==> config.mk <==
export PLATFORM = sky130hd
export DESIGN_NAME = mem_access_sequencer
export DESIGN_NICKNAME = d
export VERILOG_FILES = /design/src/rtl/mem_access_sequencer_pkg.sv /design/src/rtl/mem_align_check.sv /design/src/rtl/mem_access_sequencer.sv
export SDC_FILE = /design/constraint.sdc
export NUM_CORES = 1
export LEC_CHECK = 0
export ABC_AREA = 0
export CAP_MARGIN = 20
export CORE_UTILIZATION = 35
export CTS_BUF_LIST = sky130_fd_sc_hd__clkbuf_16
export DETAILED_ROUTE_END_ITERATION = 10
export DONT_BUFFER_PORTS = 1
export SLEW_MARGIN = 5
export SYNTH_ARGS = -nofsm -noshare
export SYNTH_HDL_FRONTEND = slang
export SYNTH_SLANG_ARGS = --single-unit
export TNS_END_PERCENT = 1
==> constraint.sdc <==
create_clock -name Clk -period 1.59 [get_ports Clk]
set_clock_uncertainty 0.1 [all_clocks]
set_input_delay 0.159 -clock Clk [delete_from_list [all_inputs] [get_ports Clk]]
set_output_delay 0.159 -clock Clk [all_outputs]
set_load 0.05 [all_outputs]
==> src/rtl/mem_access_sequencer_pkg.sv <==
// Shared definitions for the memory access sequencer and the ControlUnit:
// FSM state encoding, access size codes, trap type codes and the field
// layout of RAM_OpCode.
// Optional feature macro used by the sequencer: MEMSEQ_TIMEOUT_EN.
package mem_access_sequencer_pkg;

  typedef enum logic [2:0] {
    ST_IDLE      = 3'd0,
    ST_CHECK     = 3'd1,
    ST_STORE_MDR = 3'd2,
    ST_ACCESS    = 3'd3,
    ST_CAPTURE   = 3'd4,
    ST_DONE      = 3'd5,
    ST_TRAP      = 3'd6
  } state_e;

  localparam logic [1:0] SIZE_BYTE = 2'b00;
  localparam logic [1:0] SIZE_HALF = 2'b01;
  localparam logic [1:0] SIZE_WORD = 2'b10;
  localparam logic [1:0] SIZE_RSVD = 2'b11;

  localparam logic [2:0] TT_NONE         = 3'b000;
  localparam logic [2:0] TT_ILLEGAL_DEF  = 3'b010;
  localparam logic [2:0] TT_MISALIGN_DEF = 3'b011;
  localparam logic [2:0] TT_TIMEOUT_DEF  = 3'b100;

  localparam int unsigned TIMEOUT_CYCLES_DEF = 15;

  // RAM_OpCode = {2'b00, signed_ld, size, is_store}
  localparam int OPC_STORE_BIT  = 0;
  localparam int OPC_SIZE_LSB   = 1;
  localparam int OPC_SIGNED_BIT = 3;

  function automatic logic [5:0] pack_opcode(input logic       is_store,
                                             input logic [1:0] size,
                                             input logic       signed_ld);
    logic [5:0] op;
    op                       = 6'b000000;
    op[OPC_STORE_BIT]        = is_store;
    op[OPC_SIZE_LSB +: 2]    = size;
    op[OPC_SIGNED_BIT]       = signed_ld;
    return op;
  endfunction

endpackage

==> src/rtl/mem_align_check.sv <==
// Combinational size / address alignment check for one memory access.
// Ports:
//   size_i      access size code (byte/half/word/reserved)
//   addr_low_i  low two bits of the effective address
//   ok_o        1 when the access may proceed to memory
//   tt_o        trap type when ok_o=0, else 3'b000
module mem_align_check
  import mem_access_sequencer_pkg::*;
#(
  parameter logic [2:0] TT_MISALIGN = TT_MISALIGN_DEF,
  parameter logic [2:0] TT_ILLEGAL  = TT_ILLEGAL_DEF
) (
  input  logic [1:0] size_i,
  input  logic [1:0] addr_low_i,
  output logic       ok_o,
  output logic [2:0] tt_o
);

  always_comb begin
    ok_o = 1'b1;
    tt_o = TT_NONE;
    unique case (size_i)
      SIZE_RSVD: begin
        ok_o = 1'b0;
        tt_o = TT_ILLEGAL;
      end
      SIZE_HALF: begin
        if (addr_low_i[0]) begin
          ok_o = 1'b0;
          tt_o = TT_MISALIGN;
        end
      end
      SIZE_WORD: begin
        if (addr_low_i != 2'b00) begin
          ok_o = 1'b0;
          tt_o = TT_MISALIGN;
        end
      end
      default: begin
        ok_o = 1'b1;
        tt_o = TT_NONE;
      end
    endcase
  end

endmodule

==> src/rtl/mem_access_sequencer.sv <==
// Sequences one load or store through the MAR/MDR/RAM slice of the
// DataPath on behalf of the ControlUnit, waiting on the RAM MFC handshake.
// Misaligned or reserved-size requests raise a trap instead of touching
// memory. All outputs are decoded from registered state (Moore).
// Optional feature: define MEMSEQ_TIMEOUT_EN to abort an ACCESS that sees
// no MFC within TIMEOUT_CYCLES cycles (trap with TT_TIMEOUT).
// Ports:
//   Clk, RESET                      clock, synchronous active-high reset
//   start, is_store, size,
//   signed_ld, addr_low             request, sampled only in IDLE
//   MFC                             memory function complete
//   MAR_Enable, MDR_Enable,
//   MDR_Mux_select, RAM_enable      DataPath/RAM controls
//   RAM_OpCode                      latched {2'b00, signed_ld, size, is_store}
//   busy, done, trap, tt            status; done/trap are one-cycle pulses
//
// state     | meaning
// IDLE      | waiting for start
// CHECK     | alignment check; MAR loaded if access is legal
// STORE_MDR | MDR loaded from register file (stores only)
// ACCESS    | RAM strobe held until MFC
// CAPTURE   | MDR loaded from RAM (loads only)
// DONE      | done pulse
// TRAP      | trap pulse with tt
module mem_access_sequencer
  import mem_access_sequencer_pkg::*;
#(
`ifdef MEMSEQ_TIMEOUT_EN
  parameter int unsigned TIMEOUT_CYCLES = TIMEOUT_CYCLES_DEF,
  parameter logic [2:0]  TT_TIMEOUT     = TT_TIMEOUT_DEF,
`endif
  parameter logic [2:0]  TT_MISALIGN    = TT_MISALIGN_DEF,
  parameter logic [2:0]  TT_ILLEGAL     = TT_ILLEGAL_DEF
) (
  input  logic       Clk,
  input  logic       RESET,
  input  logic       start,
  input  logic       is_store,
  input  logic [1:0] size,
  input  logic       signed_ld,
  input  logic [1:0] addr_low,
  input  logic       MFC,
  output logic       MAR_Enable,
  output logic       MDR_Enable,
  output logic       MDR_Mux_select,
  output logic       RAM_enable,
  output logic [5:0] RAM_OpCode,
  output logic       busy,
  output logic       done,
  output logic       trap,
  output logic [2:0] tt
);

  state_e     state_q, state_d;
  logic       is_store_q, is_store_d;
  logic [1:0] size_q, size_d;
  logic       signed_q, signed_d;
  logic [1:0] addr_q, addr_d;
  logic [2:0] tt_q, tt_d;

  logic       chk_ok;
  logic [2:0] chk_tt;

  mem_align_check #(
    .TT_MISALIGN(TT_MISALIGN),
    .TT_ILLEGAL (TT_ILLEGAL)
  ) u_align (
    .size_i    (size_q),
    .addr_low_i(addr_q),
    .ok_o      (chk_ok),
    .tt_o      (chk_tt)
  );

`ifdef MEMSEQ_TIMEOUT_EN
  logic [3:0] cnt_q, cnt_d;
  logic       timed_out;

  // Counter is zero whenever the FSM is outside ACCESS, so it is already
  // clear on ACCESS entry and counts the ACCESS cycles spent so far.
  assign cnt_d     = (state_q == ST_ACCESS) ? cnt_q + 4'd1 : 4'd0;
  assign timed_out = (cnt_q == 4'(TIMEOUT_CYCLES - 1));

  always_ff @(posedge Clk) begin
    if (RESET) cnt_q <= 4'd0;
    else       cnt_q <= cnt_d;
  end
`endif

  always_ff @(posedge Clk) begin
    if (RESET) begin
      state_q    <= ST_IDLE;
      is_store_q <= 1'b0;
      size_q     <= 2'b00;
      signed_q   <= 1'b0;
      addr_q     <= 2'b00;
      tt_q       <= TT_NONE;
    end else begin
      state_q    <= state_d;
      is_store_q <= is_store_d;
      size_q     <= size_d;
      signed_q   <= signed_d;
      addr_q     <= addr_d;
      tt_q       <= tt_d;
    end
  end

  always_comb begin
    state_d        = state_q;
    is_store_d     = is_store_q;
    size_d         = size_q;
    signed_d       = signed_q;
    addr_d         = addr_q;
    tt_d           = tt_q;
    MAR_Enable     = 1'b0;
    MDR_Enable     = 1'b0;
    MDR_Mux_select = 1'b0;
    RAM_enable     = 1'b0;
    done           = 1'b0;
    trap           = 1'b0;
    tt             = TT_NONE;

    unique case (state_q)
      ST_IDLE: begin
        if (start) begin
          is_store_d = is_store;
          size_d     = size;
          signed_d   = signed_ld;
          addr_d     = addr_low;
          state_d    = ST_CHECK;
        end
      end
      ST_CHECK: begin
        if (!chk_ok) begin
          tt_d    = chk_tt;
          state_d = ST_TRAP;
        end else begin
          MAR_Enable = 1'b1;
          state_d    = is_store_q ? ST_STORE_MDR : ST_ACCESS;
        end
      end
      ST_STORE_MDR: begin
        MDR_Enable = 1'b1;
        state_d    = ST_ACCESS;
      end
      ST_ACCESS: begin
        RAM_enable     = 1'b1;
        MDR_Mux_select = !is_store_q;
        // MFC in the same cycle as the timeout limit still completes.
        if (MFC) begin
          state_d = is_store_q ? ST_DONE : ST_CAPTURE;
        end
`ifdef MEMSEQ_TIMEOUT_EN
        else if (timed_out) begin
          tt_d    = TT_TIMEOUT;
          state_d = ST_TRAP;
        end
`endif
      end
      ST_CAPTURE: begin
        MDR_Enable     = 1'b1;
        MDR_Mux_select = 1'b1;
        RAM_enable     = 1'b1;
        state_d        = ST_DONE;
      end
      ST_DONE: begin
        done    = 1'b1;
        state_d = ST_IDLE;
      end
      ST_TRAP: begin
        trap    = 1'b1;
        tt      = tt_q;
        state_d = ST_IDLE;
      end
      default: begin
        state_d = ST_IDLE;
      end
    endcase
  end

  assign busy       = (state_q != ST_IDLE);
  assign RAM_OpCode = pack_opcode(is_store_q, size_q, signed_q);

endmodule
==> flow_metrics.tcl, run 1 <==
set metrics [dict create \
    synth-seq-cells 11 \
    synthSimpleGateAreaFrac_pct 26.47 \
    path_class "register to output pin" \
    syn_avg_cell_area_sq_um 9.248 \
    synth_mux_area_share_pct 9.412 \
    power_density_nw_per_um2 1237 \
    routed_wl_um 1313 \
    drtIter0Drc 5 \
    cts_setup_buffers 0 \
    synth_top_family_by_area "simple AND/OR/NAND/NOR gates" \
    vias 551 \
    startpoint_type "register" \
    max-cap-violations 0 \
    path_max_fanout 7 \
    grt_pass1_wl_um 2042 \
    met1Wirelength_um 581 \
    numCtsBuffers 3 \
    antenna_found_initial 0 \
    intPower_w 0.0007576 \
    slew_viol_final 0 \
    grtUsageTotal_pct 14.31 \
    crit_required_ns 1.33 \
    cts-root-buf "clkbuf_16" \
    hold_violations 0 \
    setup_viol 0 \
    antenna_cells 0 \
    clock_sinks 11 \
    comb_power_share_pct 27.2 \
    synth_cell_types 34 \
    die-area_sq_um 1998 \
    met2_length_um 630 \
    routed-wl-met3_um 75 \
    ir_drop_uv 621.2 \
    grt-ovfl-total 0 \
    synth_compound_area_share_pct 15.88 \
    grt_pass1_vias 506 \
    clock_latency_ns 0.24 \
    hp-class "input pin to register" \
    outcome "finished clean" \
    cts_tree "built" \
    synth-edff-count 0 \
    dp_slack_ns 0.1037 \
    top_layer "met4" \
    synth_top_area_share_pct 34.51 \
    synth_cells 69 \
    finalNetCount 96 \
    syn-cell-area_sq_um 638.1 \
    dr.pass1.iters 4 \
    critical-path-slowest-cell "dfxtp_2" \
    synth_top_cells_by_area "dfxtp_1 35%, mux2i_1 9.4%, buf_4 7.1%, nor2_1 4.7%, and2_1 3.9%" \
    synth_fa_ha_area_share_pct 0 \
    clockBufferDepth 2 \
    core-area_sq_um 1727 \
    postRouteAntennaNets 0 \
    die_w_um 44.70 \
    power.share.clock_pct 41.4 \
    routed_via_density 5.009 \
    drive_gt1_share_pct 35.29 \
    rows 15 \
    cp_cell_sequence "o21a_1 -> o22ai_1 -> and2_1 -> buf_4" \
    htree_levels 1 \
    rsz0062_at_grt "true" \
    worstPathArrival_ns 1.27 \
    p_switching_w 0.0003556 \
    yosysTopAreaCell "dfxtp_1" \
    synthXorXnorAreaFrac_pct 1.373 \
    areaGrowthSynthToFinish_pct 40.98 \
    dp_hpwl_um 895.6 \
    synth_async_sr_flop_share_pct 0 \
    critPathTopFamily "flip-flops" \
    start_util_pct 36.96 \
    routabilityCongestion 0.7341 \
    period_share_pct 96.33 \
    ys.flop_type "dfxtp_1" \
    share_seq_of_total_power_pct 31.5 \
    io_buffers 0 \
    critPathCaptureType "output pin" \
    die_h_um 44.70 \
    pin_count 26 \
    post-route-min-period_ns 1.532 \
    fin_ws_ns 0.05833 \
    max_freq_mhz 652.9 \
    slowest_delay_ns 0.35 \
    wl_per_cell_um 11.94 \
    yosys_warnings 0 \
    finalPower_w 0.001113 \
    worst-path-buf-inv 1 \
    p_sw_share_pct 31.94 \
    cellLeakagePower_nw 0.3660 \
    drc 0 \
    grt_max_degree 15 \
    clk_pin_slew_worst_paths_ns 0.04 \
    yosysSeqAreaShare_pct 34.51 \
]
[cells in the final DEF, fill, tap and decap left out, types with 2 or more instances in the layout]
cell type,Yosys,layout
and2_1,4,2
dfxtp_1,11,6
and2_2,0,2
nand2_1,2,2
mux2i_1,6,6
a21oi_1,2,2
nor2_1,8,8
buf_4,6,10
buf_12,0,2
dlygate4sd3_1,0,7
inv_1,2,2
clkbuf_16,0,3
conb_1,1,3
dfxtp_2,0,4
[logic make-up (layout without fill, tap and decap cells)]
kind of cell / Yosys count / after routing
and+or+nand+nor: 26 / 26
AOI/OAI and AO/OA: 13 / 13
DFF: 11 / 11
buffers and inverters: 11 / 25
muxes: 6 / 6
other: 1 / 3
xor gates and xnor gates: 1 / 1
[final timing paths]
check | start | endpoint | slack (ns) | cells after the start
setup / recovery | size_q[0] | MAR_Enable | 0.06 | 4
hold / removal | RESET | state_q[2] | 0.02 | 2
hold reg to reg | tt_q[0] | tt_q[0] | 0.35 | 2
setup reg to reg | state_q[2] | state_q[0] | 0.23 | 3
[sequential cells by signal, indices dropped and copies added (netlist names)]
signal,flops
tt_q,2
addr_q,2
signed_q,1
state_q,3
size_q,2
is_store_q,1
[synth_stat cells, drive strengths merged, types with 2 or more instances]
cell    n
o21ai   2
a21oi   2
dfxtp  11
nor4b   2
nor2    8
nand2   2
mux2i   6
inv     2
and2    4
buf     8
[metrics by stage]
stage / cells / hold WS, ns / TNS [ns] / utilization (%) / area (sq um)
4_1_cts: 110 / 0.01417 / 0 / 51.30 / 885.9
5_1_grt: 110 / 0.02958 / -0.009082 / 52.10 / 899.6
6_report: 110 / 0.01641 / 0 / 52.10 / 899.6
3_3_place_gp: 99 / 0.1301 / 0 / 42.39 / 732.0
2_1_floorplan: 71 / 0.2062 / -0.04827 / - / 653.1
3_5_place_dp: 99 / 0.1322 / 0 / 42.39 / 732.0
[final cells by class]
| cell class | instances | area, sq um |
|---|---|---|
| fill | 179 | 827.0 |
| multi-input combinational | 49 | 366.6 |
| sequential | 11 | 229.0 |
| timing repair buffer | 19 | 185.2 |
| clock buffer | 3 | 75.07 |
| tap | 25 | 31.28 |
| inverter | 2 | 7.507 |
| clock inverter | 1 | 5.005 |
[layer usage]
layer | vias up | track usage (%)
met5 | - | 0
met4 | 0 | 9.091
met3 | 5 | 2.800
met2 | 20 | 23.82
met1 | 258 | 16.79
li1 | 268 | -
[worst reg2reg max path, cell delays in order (launching register included)]
cell,delay (ns)
dfxtp_2,0.39
or4_1,0.54
o211ai_1,0.12
a2111oi_2,0.08
[timing repair]
item	4_1_cts	5_1_grt
hold buffers	7	0
gates resized for setup	3	5
hold endpoints to repair	11	0
setup endpoints to repair	7	2
[power by group through the flow]
stage	registers (W)	logic, W	clock network [W]
after floorplan	0.000340	0.000237	0
after global placement	0.000347	0.000278	0
after detailed placement	0.000349	0.000281	0
after CTS	0.000346	0.000299	0.000475
after global routing	0.000355	0.000321	0.000484
final	0.000350	0.000302	0.000460
No activity file was read; power rests on OpenSTA's default activity.
==> run 2: changes to the inputs <==
Settings changed: HOLD_SLACK_MARGIN set to 0.02, PLACE_DENSITY set to 0.52.
==> run 2 against run 1 <==
Die area unchanged; largest power group unchanged; first-iteration DRC count is 80% higher; wire length increased by 2.8%.
==> flow_metrics.tcl, run 2 (synthesized netlist as in run 1, its figures left out) <==
set metrics [dict create \
    max-cap-violations 0 \
    slowest_delay_ns 0.34 \
    grt-ovfl-total 0 \
    cts-root-buf "clkbuf_16" \
    routed-wl-met3_um 112 \
    rows 15 \
    finalNetCount 98 \
    path_class "register to output pin" \
    dp_hpwl_um 910.3 \
    die_w_um 44.70 \
    fin_ws_ns 0.06102 \
    hold_violations 0 \
    start_util_pct 36.96 \
    cts_setup_buffers 0 \
    cts_tree "built" \
    final_common_cell "buf_4" \
    crit_required_ns 1.33 \
    drc 0 \
    worstPathArrival_ns 1.27 \
    placed_cells 101 \
    critPathTopFamily "simple AND/OR/NAND/NOR gates" \
    antenna_found_initial 0 \
    areaGrowthSynthToFinish_pct 45.29 \
    critPathCaptureType "output pin" \
    antenna_cells 0 \
    met2_length_um 651 \
    outcome "finished clean" \
    pin_count 26 \
    postRouteAntennaNets 0 \
    routed_wl_um 1350 \
    dp_slack_ns 0.1761 \
    grtUsageTotal_pct 15.62 \
    fin_tns_setup_ns 0 \
    die-area_sq_um 1998 \
    startpoint_type "register" \
    met1Wirelength_um 586 \
    path_max_fanout 7 \
    cp_cell_sequence "buf_4 -> nor3b_2 -> and2_4 -> buf_12" \
    largest_reg_flops 3 \
    drive_gt1_share_pct 39.08 \
    routabilityCongestion 0.6896 \
    clockBufferDepth 2 \
    clock_latency_ns 0.23 \
    holdWs_ns 0.03327 \
    post-route-min-period_ns 1.529 \
    vias 543 \
    clk_pin_slew_worst_paths_ns 0.04 \
    regMostFlops "state_q" \
    numCtsBuffers 3 \
    clock_sinks 11 \
    rsz0062_at_grt "false" \
    power_density_nw_per_um2 1212 \
    drtIter0Drc 9 \
    hp-class "input pin to register" \
    die_h_um 44.70 \
    io_buffers 0 \
    stdcell_count 112 \
    slew_viol_final 0 \
    htree_levels 1 \
    routed_via_density 4.848 \
    grt_pass1_wl_um 2235 \
    worst-path-buf-inv 2 \
    mostFrequentLayoutCells "11 x buf_4, 7 x nor2_1, 7 x dlygate4sd3_1, 6 x mux2i_1, 6 x dfxtp_1" \
    top_layer "met3" \
    utilization_pct 53.70 \
    cellLeakagePower_nw 0.3852 \
    critical-path-slowest-cell "dfxtp_2" \
    period_share_pct 96.16 \
    core-area_sq_um 1727 \
    grt_pass1_vias 512 \
    wl_per_cell_um 12.05 \
    grt_max_degree 13 \
    dr.pass1.iters 4 \
    setup_viol 0 \
    ir_drop_uv 697.6 \
    max_freq_mhz 654.0 \
]
[run 2: final timing paths]
check	slack (ns)	endpoint	cells past startpoint	startpoint
min	0.03	state_q[2]	2	RESET
max reg2reg	0.24	signed_q	4	state_q[2]
min reg2reg	0.35	tt_q[1]	2	tt_q[1]
max	0.06	MAR_Enable	4	state_q[1]
[run 2: layer usage]
layer  vias up  global-route usage (%)
met5         -                       0
met1       248                   19.95
met4         0                   7.273
li1        274                       -
met2        21                   23.82
met3         0                   5.200
[run 2: area by class of cell]
cell class                      instances  area [sq um]
Tap cell                               25         31.28
Fill cell                             161         799.5
Clock inverter                          1         3.754
Multi-Input combinational cell         49         370.4
Sequential cell                        11         226.5
Clock buffer                            3         75.07
Timing Repair Buffer                   21         212.7
Inverter                                2         7.507
[run 2: per-stage QoR]
step           total power [W]  instance area (sq um)
2_1_floorplan        0.0005771                  653.1
3_3_place_gp         0.0006519                  759.5
3_5_place_dp         0.0006532                  759.5
4_1_cts               0.001124                  910.9
5_1_grt               0.001178                  927.1
6_report              0.001124                  927.1
[run 2: where the power goes]
part	leakage [nW]	switching, W	internal, W	total (W)
Combinational	0.251	0.000199	0.000143	0.000342
Sequential	0.0918	0.0000366	0.000302	0.000339
Clock	0.0423	0.000114	0.000329	0.000444
Total	0.385	0.000350	0.000774	0.00112
[run 2: timing repair]
item	CTS	global route
hold buffers	7	0
pin swaps	0	0
resized for setup	2	9
endpoints found under the setup margin	4	6
cloned	0	0
endpoints found under the hold margin	11	0
==> run 3: changes to the inputs <==
Settings changed: CORE_UTILIZATION 35 to 45, PLACE_DENSITY 0.52 to 0.63.
==> run 3 against run 2 <==
Cell area is 3.1% lower; total power is 0.60% lower; clock power is 2% higher; die area is 21% lower; wire length is 0.30% higher; sequential power is 2% higher; combinational power is 7.6% lower; highest routed layer is now met4.
==> flow_metrics.tcl, run 3 (synthesized netlist as in run 1, its figures left out) <==
set metrics [dict create \
    critical-path-slowest-cell "dfxtp_2" \
    power_density_nw_per_um2 1244 \
    cts_tree "built" \
    fillers 101 \
    clockBufferDepth 2 \
    multiInputGateArea_sq_um 365.4 \
    regMostFlops "state_q" \
    io_buffers 0 \
    share_seq_of_total_power_pct 31.0 \
    seq_area_sq_um 227.7 \
    cts_setup_buffers 0 \
    grtUsageTotal_pct 20.69 \
    pin_count 26 \
    dr.pass1.iters 4 \
    largest_reg_flops 3 \
    post-route-min-period_ns 1.545 \
    slowest_delay_ns 0.36 \
    areaGrowthSynthToFinish_pct 40.78 \
    grt-ovfl-total 0 \
    worstRegToRegCells 4 \
    numCtsBuffers 3 \
    rows 13 \
    max-cap-violations 0 \
    startpoint_type "register" \
    routed_wl_um 1354 \
    cellLeakagePower_nw 0.3749 \
    finalNetCount 97 \
    postRouteAntennaNets 0 \
    die_w_um 39.66 \
    postPlaceCellArea_sq_um 726.9 \
    fin_area_sq_um 898.4 \
    cts-root-buf "clkbuf_16" \
    intPower_w 0.0007606 \
    setup_viol 0 \
    rsz0062_at_grt "false" \
    hold_violations 0 \
    vias 551 \
    holdPathStages 2 \
    drc 0 \
    dp_hpwl_um 890.9 \
    dp_slack_ns 0.1160 \
    power.share.clock_pct 40.7 \
    utilization_pct 68.19 \
    slew_viol_final 0 \
    die-area_sq_um 1573 \
    mostFrequentLayoutCells "9 x buf_4, 7 x nor2_1, 7 x dfxtp_1, 7 x dlygate4sd3_1, 6 x mux2i_1" \
    r2r_setup_slack_ns 0.23 \
    grt_pass1_vias 455 \
    htree_levels 1 \
    holdWs_ns 0.09390 \
    cpMostUsedCell "buf_4" \
    fin_ws_ns 0.04530 \
    comb_power_share_pct 28.3 \
    p_switching_w 0.0003568 \
    die_h_um 39.66 \
    antenna_cells 0 \
    max_freq_mhz 647.4 \
    critPathTopFamily "flip-flops" \
    hp-class "input pin to register" \
    outcome "finished clean" \
    wl_per_cell_um 13.41 \
    core-area_sq_um 1318 \
    path_class "register to output pin" \
    antenna_found_initial 0 \
    clk_pin_slew_worst_paths_ns 0.04 \
    critPathCaptureType "output pin" \
    worstPathArrival_ns 1.29 \
    clock_sinks 11 \
    drtIter0Drc 12 \
    start_util_pct 48.43 \
    p_sw_share_pct 31.93 \
    crit_required_ns 1.33 \
    grt_max_degree 15 \
    worst-path-buf-inv 2 \
    final_common_cell "buf_4" \
    cp_cell_sequence "buf_4 -> or3_1 -> buf_4" \
    ir_drop_uv 776.1 \
    worstHoldStart "MFC" \
    routed_via_density 5.455 \
    r2r-start "state_q[2]" \
    timing.rr.end "size_q[0]" \
    drive_gt1_share_pct 36.05 \
    hold_end "state_q[1]" \
    routabilityCongestion 0.7701 \
    period_share_pct 97.15 \
    path_max_fanout 9 \
    finalPower_w 0.001117 \
    grt_pass1_wl_um 2056 \
    clock_latency_ns 0.24 \
]
==> run 3: cell count changes in the layout (fill, tap and decap cells not counted), sizes merged <==
cell and change:
buf -1
==> run 3: worst max-delay path by stage <==
stage | startpoint | endpoint | slack (ns) | cells past startpoint
floorplan | size_q[0] | MAR_Enable | -0.03 | 3
global placement | state_q[1] | tt[1] | 0.14 | 2
detailed placement | state_q[1] | tt[0] | 0.12 | 2
CTS | size_q[0] | MAR_Enable | 0.003 | 4
global route | state_q[0] | busy | 0.0005 | 3
finish | state_q[0] | busy | 0.05 | 3
==> run 3: power by group through the flow <==
stage                     logic [W]  clock network (W)  registers [W]
after floorplan            0.000237                  0       0.000340
after detailed placement   0.000288                  0       0.000346
after global routing       0.000340           0.000478       0.000351
after CTS                  0.000310           0.000456       0.000344
after global placement     0.000285                  0       0.000345
final                      0.000316           0.000455       0.000346
==> run 3: area by class of cell <==
class	count	area share, %
clock buffer	3	8.357
sequential	11	25.35
multi-input combinational	49	40.67
inverter	2	0.8357
tap	15	2.089
timing repair buffer	20	22.28
clock inverter	1	0.4178
==> run 3: layer usage <==
metal	vias up	GRT usage [%]	share of wire, %
met2	13	30.74	50
met5	-	0	0
met1	260	24.48	42
met4	0	12.93	2.4
li1	273	-	-
met3	5	7.955	5.3
==> run 3: through the flow <==
step	setup TNS, ns	std cells
2_1_floorplan	-0.04827	71
4_1_cts	0	101
3_5_place_dp	0	90
3_3_place_gp	0	90
6_report	0	101
5_1_grt	0	101
==> run 3: timing repair <==
action / CTS / global route
endpoints found under the setup margin: 8 / 6
cloned: 0 / 0
gates resized for setup: 4 / 6
endpoints found under the hold margin: 11 / 0
hold buffers: 7 / 0
==> run 3: worst register-to-register path, cell delays in order (launching register included) <==
cell and delay [ns]:
dfxtp_2 0.39, nor4b_4 0.29, buf_4 0.20, mux2i_1 0.19
nor2_1 0.05
